--- config.mk ---
export PLATFORM = sky130hd
export DESIGN_NAME = fetch_pc_stage
export DESIGN_NICKNAME = d
export VERILOG_FILES = /design/src/rtl/fetch_pc_stage.sv
export SDC_FILE = /design/constraint.sdc
export NUM_CORES = 1
export LEC_CHECK = 0
export CORE_MARGIN = 2
export CORE_UTILIZATION = 54
export DETAILED_ROUTE_END_ITERATION = 7
export GPL_ROUTABILITY_DRIVEN = 0
export GPL_TIMING_DRIVEN = 0
export PLACE_DENSITY = 0.83
export SETUP_SLACK_MARGIN = 0.2
export SYNTH_ARGS = -nofsm -noshare
export SYNTH_HDL_FRONTEND = slang
export SYNTH_SLANG_ARGS = --single-unit
--- constraint.sdc ---
create_clock -name clk -period 3.8 [get_ports clk]
set_input_delay 0.95 -clock clk [delete_from_list [all_inputs] [get_ports clk]]
set_output_delay 0.95 -clock clk [all_outputs]
set_load 0.01 [all_outputs]
--- src/rtl/fetch_pc_stage.sv ---
// MIPS instruction-fetch stage: owns the PC, fetches words over req/ack and
// hands {pc, instr, pc+4} to the IF/ID register over valid/ready.
module fetch_pc_stage #(
    parameter logic [31:0] RESET_PC = 32'h0000_0000
) (
    input  logic        clk,
    input  logic        rst_n,
    output logic        imem_req,
    output logic [31:0] imem_addr,
    input  logic        imem_ack,
    input  logic [31:0] imem_rdata,
    input  logic        redirect_valid,
    input  logic [31:0] redirect_pc,
    output logic        out_valid,
    input  logic        out_ready,
    output logic [31:0] out_pc,
    output logic [31:0] out_instr,
    output logic [31:0] out_pc_plus4,
    output logic        misalign
);

    typedef enum logic [1:0] {S_REQ, S_OUT, S_DROP} state_t;

    state_t      r_state, w_state_nx;
    logic [31:0] r_pc, w_pc_nx;
    logic [31:0] r_pend, w_pend_nx;
    logic        r_valid, w_valid_nx;
    logic [31:0] r_opc, w_opc_nx;
    logic [31:0] r_instr, w_instr_nx;
    logic [31:0] r_opc4, w_opc4_nx;
    logic        r_misalign;

    logic [31:0] w_target;
    logic [31:0] w_pc_plus4;

    assign w_target   = {redirect_pc[31:2], 2'b00};
    assign w_pc_plus4 = r_pc + 32'd4;

    // Request is gated by reset so it drops the instant reset asserts.
    assign imem_req     = rst_n && (r_state != S_OUT);
    assign imem_addr    = r_pc;
    assign out_valid    = r_valid;
    assign out_pc       = r_opc;
    assign out_instr    = r_instr;
    assign out_pc_plus4 = r_opc4;
    assign misalign     = r_misalign;

    always_comb begin
        w_state_nx = r_state;
        w_pc_nx    = r_pc;
        w_pend_nx  = r_pend;
        w_valid_nx = r_valid;
        w_opc_nx   = r_opc;
        w_instr_nx = r_instr;
        w_opc4_nx  = r_opc4;
        case (r_state)
            S_REQ: begin
                if (redirect_valid) begin
                    if (imem_ack) begin
                        w_pc_nx = w_target;
                    end else begin
                        w_pend_nx  = w_target;
                        w_state_nx = S_DROP;
                    end
                end else if (imem_ack) begin
                    w_instr_nx = imem_rdata;
                    w_opc_nx   = r_pc;
                    w_opc4_nx  = w_pc_plus4;
                    w_valid_nx = 1'b1;
                    w_pc_nx    = w_pc_plus4;
                    w_state_nx = S_OUT;
                end
            end
            S_OUT: begin
                if (redirect_valid) begin
                    w_valid_nx = 1'b0;
                    w_pc_nx    = w_target;
                    w_state_nx = S_REQ;
                end else if (out_ready) begin
                    w_valid_nx = 1'b0;
                    w_state_nx = S_REQ;
                end
            end
            S_DROP: begin
                // Old request must complete at its original address; its data is dropped.
                if (redirect_valid) begin
                    if (imem_ack) begin
                        w_pc_nx    = w_target;
                        w_state_nx = S_REQ;
                    end else begin
                        w_pend_nx = w_target;
                    end
                end else if (imem_ack) begin
                    w_pc_nx    = r_pend;
                    w_state_nx = S_REQ;
                end
            end
            default: w_state_nx = S_REQ;
        endcase
    end

    always_ff @(posedge clk or negedge rst_n) begin
        if (!rst_n) begin
            r_state    <= S_REQ;
            r_pc       <= RESET_PC;
            r_pend     <= 32'd0;
            r_valid    <= 1'b0;
            r_opc      <= 32'd0;
            r_instr    <= 32'd0;
            r_opc4     <= 32'd0;
            r_misalign <= 1'b0;
        end else begin
            r_state    <= w_state_nx;
            r_pc       <= w_pc_nx;
            r_pend     <= w_pend_nx;
            r_valid    <= w_valid_nx;
            r_opc      <= w_opc_nx;
            r_instr    <= w_instr_nx;
            r_opc4     <= w_opc4_nx;
            r_misalign <= redirect_valid && (redirect_pc[1:0] != 2'b00);
        end
    end

endmodule

-- After elaboration in Yosys (flattened, before gate mapping)
Index checks and enable logic that the tools add are counted.
- register bits after elaboration: 162
- input port bits: 69
- word-level logic and storage cells: 53
- add/sub/neg operators: 1
- equality and inequality tests: 11
- multiplexer cells: 19
- bitwise gates (word level): 2
- reductions and logical operators: 12
- operators by type and width (operator ; number):
    $mux 32 ; 6
    $pmux 32 s3 ; 1
    $add 32x3->32 const B ; 1
    $mux 2 ; 6
    $ne 3x3->1 const B ; 4
    $reduce_and 4->1 ; 3
    $ne 2x2->1 const B ; 4
    $pmux 2 s3 ; 1
    $reduce_and 3->1 ; 2
    $mux 1 ; 4
    $reduce_bool 2->1 ; 2
    $reduce_bool 3->1 ; 1
    $eq 2x1->1 const B ; 1
    $eq 2x2->1 const B ; 1
    $logic_and 1x1->1 ; 2
    $logic_not 2->1 ; 1
    $ne 2x1->1 const B ; 1
    $not 1->1 ; 2
    $pmux 1 s2 ; 1
    $reduce_or 2->1 ; 1

-- Logic depth before layout (Yosys ltp)
- depth in word-level cells: 4
- gate-level depth with buffers: 9
- depth with buffers taken out: 7

-- Worst setup path after synthesis
No wires, ideal clock.
- kind: input -> register
- start point: input port imem_ack
- end point: register r_pc[6], in the netlist imem_addr[6]
- setup time: 0.132 ns
- arrival: 2.130 ns
- slack: 1.538 ns
- stages on the path: 7
- cell sequence: buf_2 buf_4 buf_2 mux2i_1 nor2_1 a2111oi_0 nor2_1
- word-level cells in the longest chain between the ends: 3
- elaborated cells on any way between the ends: 7
- ends and longest elaborated chain (item ; line ; text):
    from (decl) ; 10 ; input logic imem_ack,
    $mux 32 ; n/a ;
    $mux 32, on equally long branches ; n/a ;
    $pmux 32 s3 ; n/a ;
    to (signal assigned) ; 114 ; r_pc <= w_pc_nx;
    to (decl) ; 25 ; logic [31:0] r_pc, w_pc_nx;
Parallel ways exist; a longest one is shown, timed or not.
A chain may end at the register's enable or synchronous reset.

-- Final worst setup path
- start point: register r_state[1]
- end point: output port imem_req
- word-level cells in the longest chain between the ends: 2
- ends and longest elaborated chain (item ; line ; text):
    from (decl) ; 24 ; state_t r_state, w_state_nx;
    from (signal assigned) ; 113 ; r_state <= w_state_nx;
    $ne 2x1->1 ; 40 ; assign imem_req = rst_n && (r_state != S_OUT);
    $logic_and 1x1->1 ; 40 ;
    to (decl) ; 8 ; output logic imem_req,
Every way passes these cells.

==> summary.md <==
| Metric | Value |
|---|---|
| Crit path to | imem_req |
| Filler cells | 1133 |
| Synth warn | 0 |
| Share of the synthesized area in the top cell type | 0.474 |
| Port bufs | 198 |
| Number of synthesized flops with an enable pin | 0 |
| Outcome | complete, no violations |
| Crit-path slowest cell | clkbuf_1 |
| Most used cell, CP | clkbuf_1 |
| Gr usage total | 0.329 |
| CP Capture Type | output pin |
| Post-Syn Nets | 1006 |
| Core area | 15300 um2 |
| Min Hold Slack | 430 ps |
| Worst-Margin Slew | 770 ps |
| # setup viols final | 0 |
| Max Cap Viol | 0 |
| Worst R2R End | imem_addr[29]$_DFFE_PN0P_ |
| Relative slew slack | 0.487 |
| Die height | 129 um |
| Clock buffer count from CTS | 17 |
| Layout cells sized above 1 | 0.108 |
| H-tree depth | 4 |
| Netlist Area Pre-Place | 8450 um2 |
| First-iteration detailed-routing DRC count | 1055 |
| Register area share after synthesis | 0.474 |
| # IOs | 200 |
| Nets | 1224 |
| Final Hold Fails | 0 |
| Largest net degree at the start of global routing | 84 |
| Detailed Route WL | 27300 um |
| Final Max Tran Viols | 0 |
| Reg2Reg Depth | 9 |
| Utilization after layout | 0.746 |
| Clock tree from TritonCTS | done |
| Peak VDD IR | 0.482 mV |
| Clock Skew | 7.23 ps |
| Clk Latency, worst-skew pair | 430 ps |
| Starting density of the core | 0.554 |
| Fin crit share | 0.921 |
| Worst stage delay on the critical path | 580 ps |
| Synth-to-Final Area Change | 34.8% |
| Gr ovfl total | 0 |
| Die X | 129 um |
| Distinct cells, synth | 73 |
| CP Launch Type | flop |
| Post-DP Area | 10700 um2 |
| Worst-path clk slew | 70 ps |
| Synth Register Bits | 160 |
| Worst hold path type | input port to asynchronous set/reset pin |
| # hold bufs at CTS | 0 |
| Top-count cell post-synth | nand2_1 |
| Leak pwr | 5.02 nW |
| Post-DP HPWL | 19500 um |
| RSZ-0062 raised after global routing | false |
| Residual DRC | 0 |
| Root Buffer | clkbuf_16 |
| First-pass DRT Iterations | 8 |
| # rows | 45 |
| Max Clk Rate | 286 MHz |
| Final Critical Period | 3500 ps |
| Crit-path cells | inv_1 -> ha_1 -> clkbuf_1 -> clkbuf_1 -> nor2b_1 -> clkdlybuf4s50_1 |
| Clk sink count | 160 |
| Max clock buf depth | 2 |
| Cell count after synthesis | 933 |
| Leading register cell type out of synthesis | dfrtp_1 |
| Worst Path Max Fanout | 10 |
| First-pass GRT wire length | 41800 um |
| Power Dens Cells | 882 nW/um2 |
| Antenna Nets Post-Route | 0 |
| CP required | 2850 ps |
| Arrival @ worst endpoint | 2550 ps |
| Mean area per synthesized cell | 9.05 um2 |
| CP startpoint | r_state[1]$_DFFE_PN0P_ |
| Async SR Flop Fraction | 1.00 |
| Wire length per cell | 19.8 um |
| Die Area | 16700 um2 |
| Initial antenna violation count | 0 |
| Routed via count | 8211 |
| Main area contributors after synthesis | dfrtp_1 (47%), nand2_1 (12%), mux2_2 (4.1%), o21ai_0 (3.8%), mux2i_1 (3.7%) |
| Post-route design area | 11400 um2 |
| Commonest cells post-synth | nand2_1 (259), dfrtp_1 (160), o21ai_0 (64) |
| R2R Setup Slk | 1030 ps |
| RR Startpoint | r_state[0]$_DFFE_PN0P_ |
| Largest area contributor in the netlist | dfrtp_1 |
| Crit Path Category | flop to output pin |
| Vias in the first global route | 7712 |
| Vias per cell | 5.97 |
==> what timing repair did <==
action                     4_1_cts  5_1_grt
buffers inserted                 0        0
setup endpoints to repair        1        0
resized for setup                1        0
==> through the flow <==
step | worst slack, ps | setup TNS (ps) | std cells | total power [mW]
final | 299 | 0 | 1376 | 10.0
after global routing | 223 | 0 | 1375 | 10.6
after CTS | 331 | 0 | 1375 | 9.92
after detailed placement | 198 | 0 | 1343 | 8.00
after global placement | -4910 | -767890 | 1342 | 7.88
after floorplan | 1540 | 0 | 933 | 5.72
==> how the worst min path moves through the flow <==
stage                         startpoint                         to  slack (ps)  cells after the start
3_3_place_gp   out_instr[15]$_DFFE_PN0P_  out_instr[15]$_DFFE_PN0P_         460                      2
5_1_grt                            rst_n   out_instr[1]$_DFFE_PN0P_         460                      1
3_5_place_dp    out_instr[4]$_DFFE_PN0P_   out_instr[4]$_DFFE_PN0P_         460                      2
6_report                           rst_n   out_instr[1]$_DFFE_PN0P_         430                      1
4_1_cts                            rst_n   out_instr[1]$_DFFE_PN0P_         450                      1
2_1_floorplan   imem_addr[0]$_DFFE_PN0P_      out_pc[0]$_DFFE_PN0P_         450                      2
==> cell families (layout without fill, tap and decap cells) <==
logic type / Yosys count / count (layout) / synth area share
xor+xnor: 25 / 25 / 0.0259
flops: 160 / 160 / 0.474
other cells: 0 / 1 / 0
fa+ha+maj: 4 / 4 / 0.00593
compound gates: 195 / 195 / 0.154
mux: 62 / 62 / 0.0781
simple gates: 392 / 392 / 0.207
buf+inv: 95 / 326 / 0.0544
==> layout make-up <==
type,instances,area (um2),share of cell area
Inverter,15,56.3,0.00495
Multi-Input combinational cell,678,3980,0.350
Timing Repair Buffer,199,2020,0.177
Antenna cell,1,2.50,0.000220
Clock buffer,20,447,0.0392
Tap cell,211,264,0.0232
Sequential cell,160,4000,0.352
Buffer,80,403,0.0354
Clock inverter,12,205,0.0180
==> state kept, by name, summed over array words and instances (netlist names) <==
signal	flops
misalign	1
out_pc_plus4	30
imem_addr	32
out_pc	32
r_state	2
out_instr	32
out_valid	1
r_pend	30
==> where the power goes <==
part | internal (mW) | switching [mW]
combinational | 2.30 | 2.75
clock | 1.19 | 0.713
sequential | 2.49 | 0.598
total | 5.98 | 4.06
==> metal layers <==
metal,GRT usage,vias up,share of wire
met5,0,-,0
met4,0.159,0,0.042
met3,0.0929,121,0.12
met2,0.513,597,0.45
met1,0.427,3827,0.39
li1,-,3666,-
==> worst max-delay path: cells and delay by family (launching register included) <==
family | cells | cell delay (ps)
adders and majority gates | 1 | 140
DFF | 1 | 410
buffers and inverters | 4 | 1450
and+or+nand+nor | 1 | 110
==> cell usage in the layout (no fill, tap or decap), types with 6 or more instances in the layout <==
| cell type | instances |
|---|---|
| buf_2 | 30 |
| nand2_1 | 259 |
| dfrtp_1 | 160 |
| clkbuf_1 | 36 |
| o21ai_0 | 64 |
| o211ai_1 | 6 |
| mux2i_1 | 31 |
| a22oi_1 | 7 |
| a21oi_1 | 32 |
| buf_4 | 9 |
| a22o_1 | 11 |
| a221oi_1 | 9 |
| a31oi_1 | 8 |
| xnor2_1 | 13 |
| clkbuf_16 | 17 |
| nor2_1 | 46 |
| nor3_1 | 7 |
| clkdlybuf4s50_1 | 197 |
| nand4_1 | 9 |
| inv_1 | 14 |
| mux2_2 | 31 |
| nor2b_1 | 7 |
| xor2_1 | 12 |
| nand3_1 | 30 |
No activity file was read; power rests on OpenSTA's default activity.
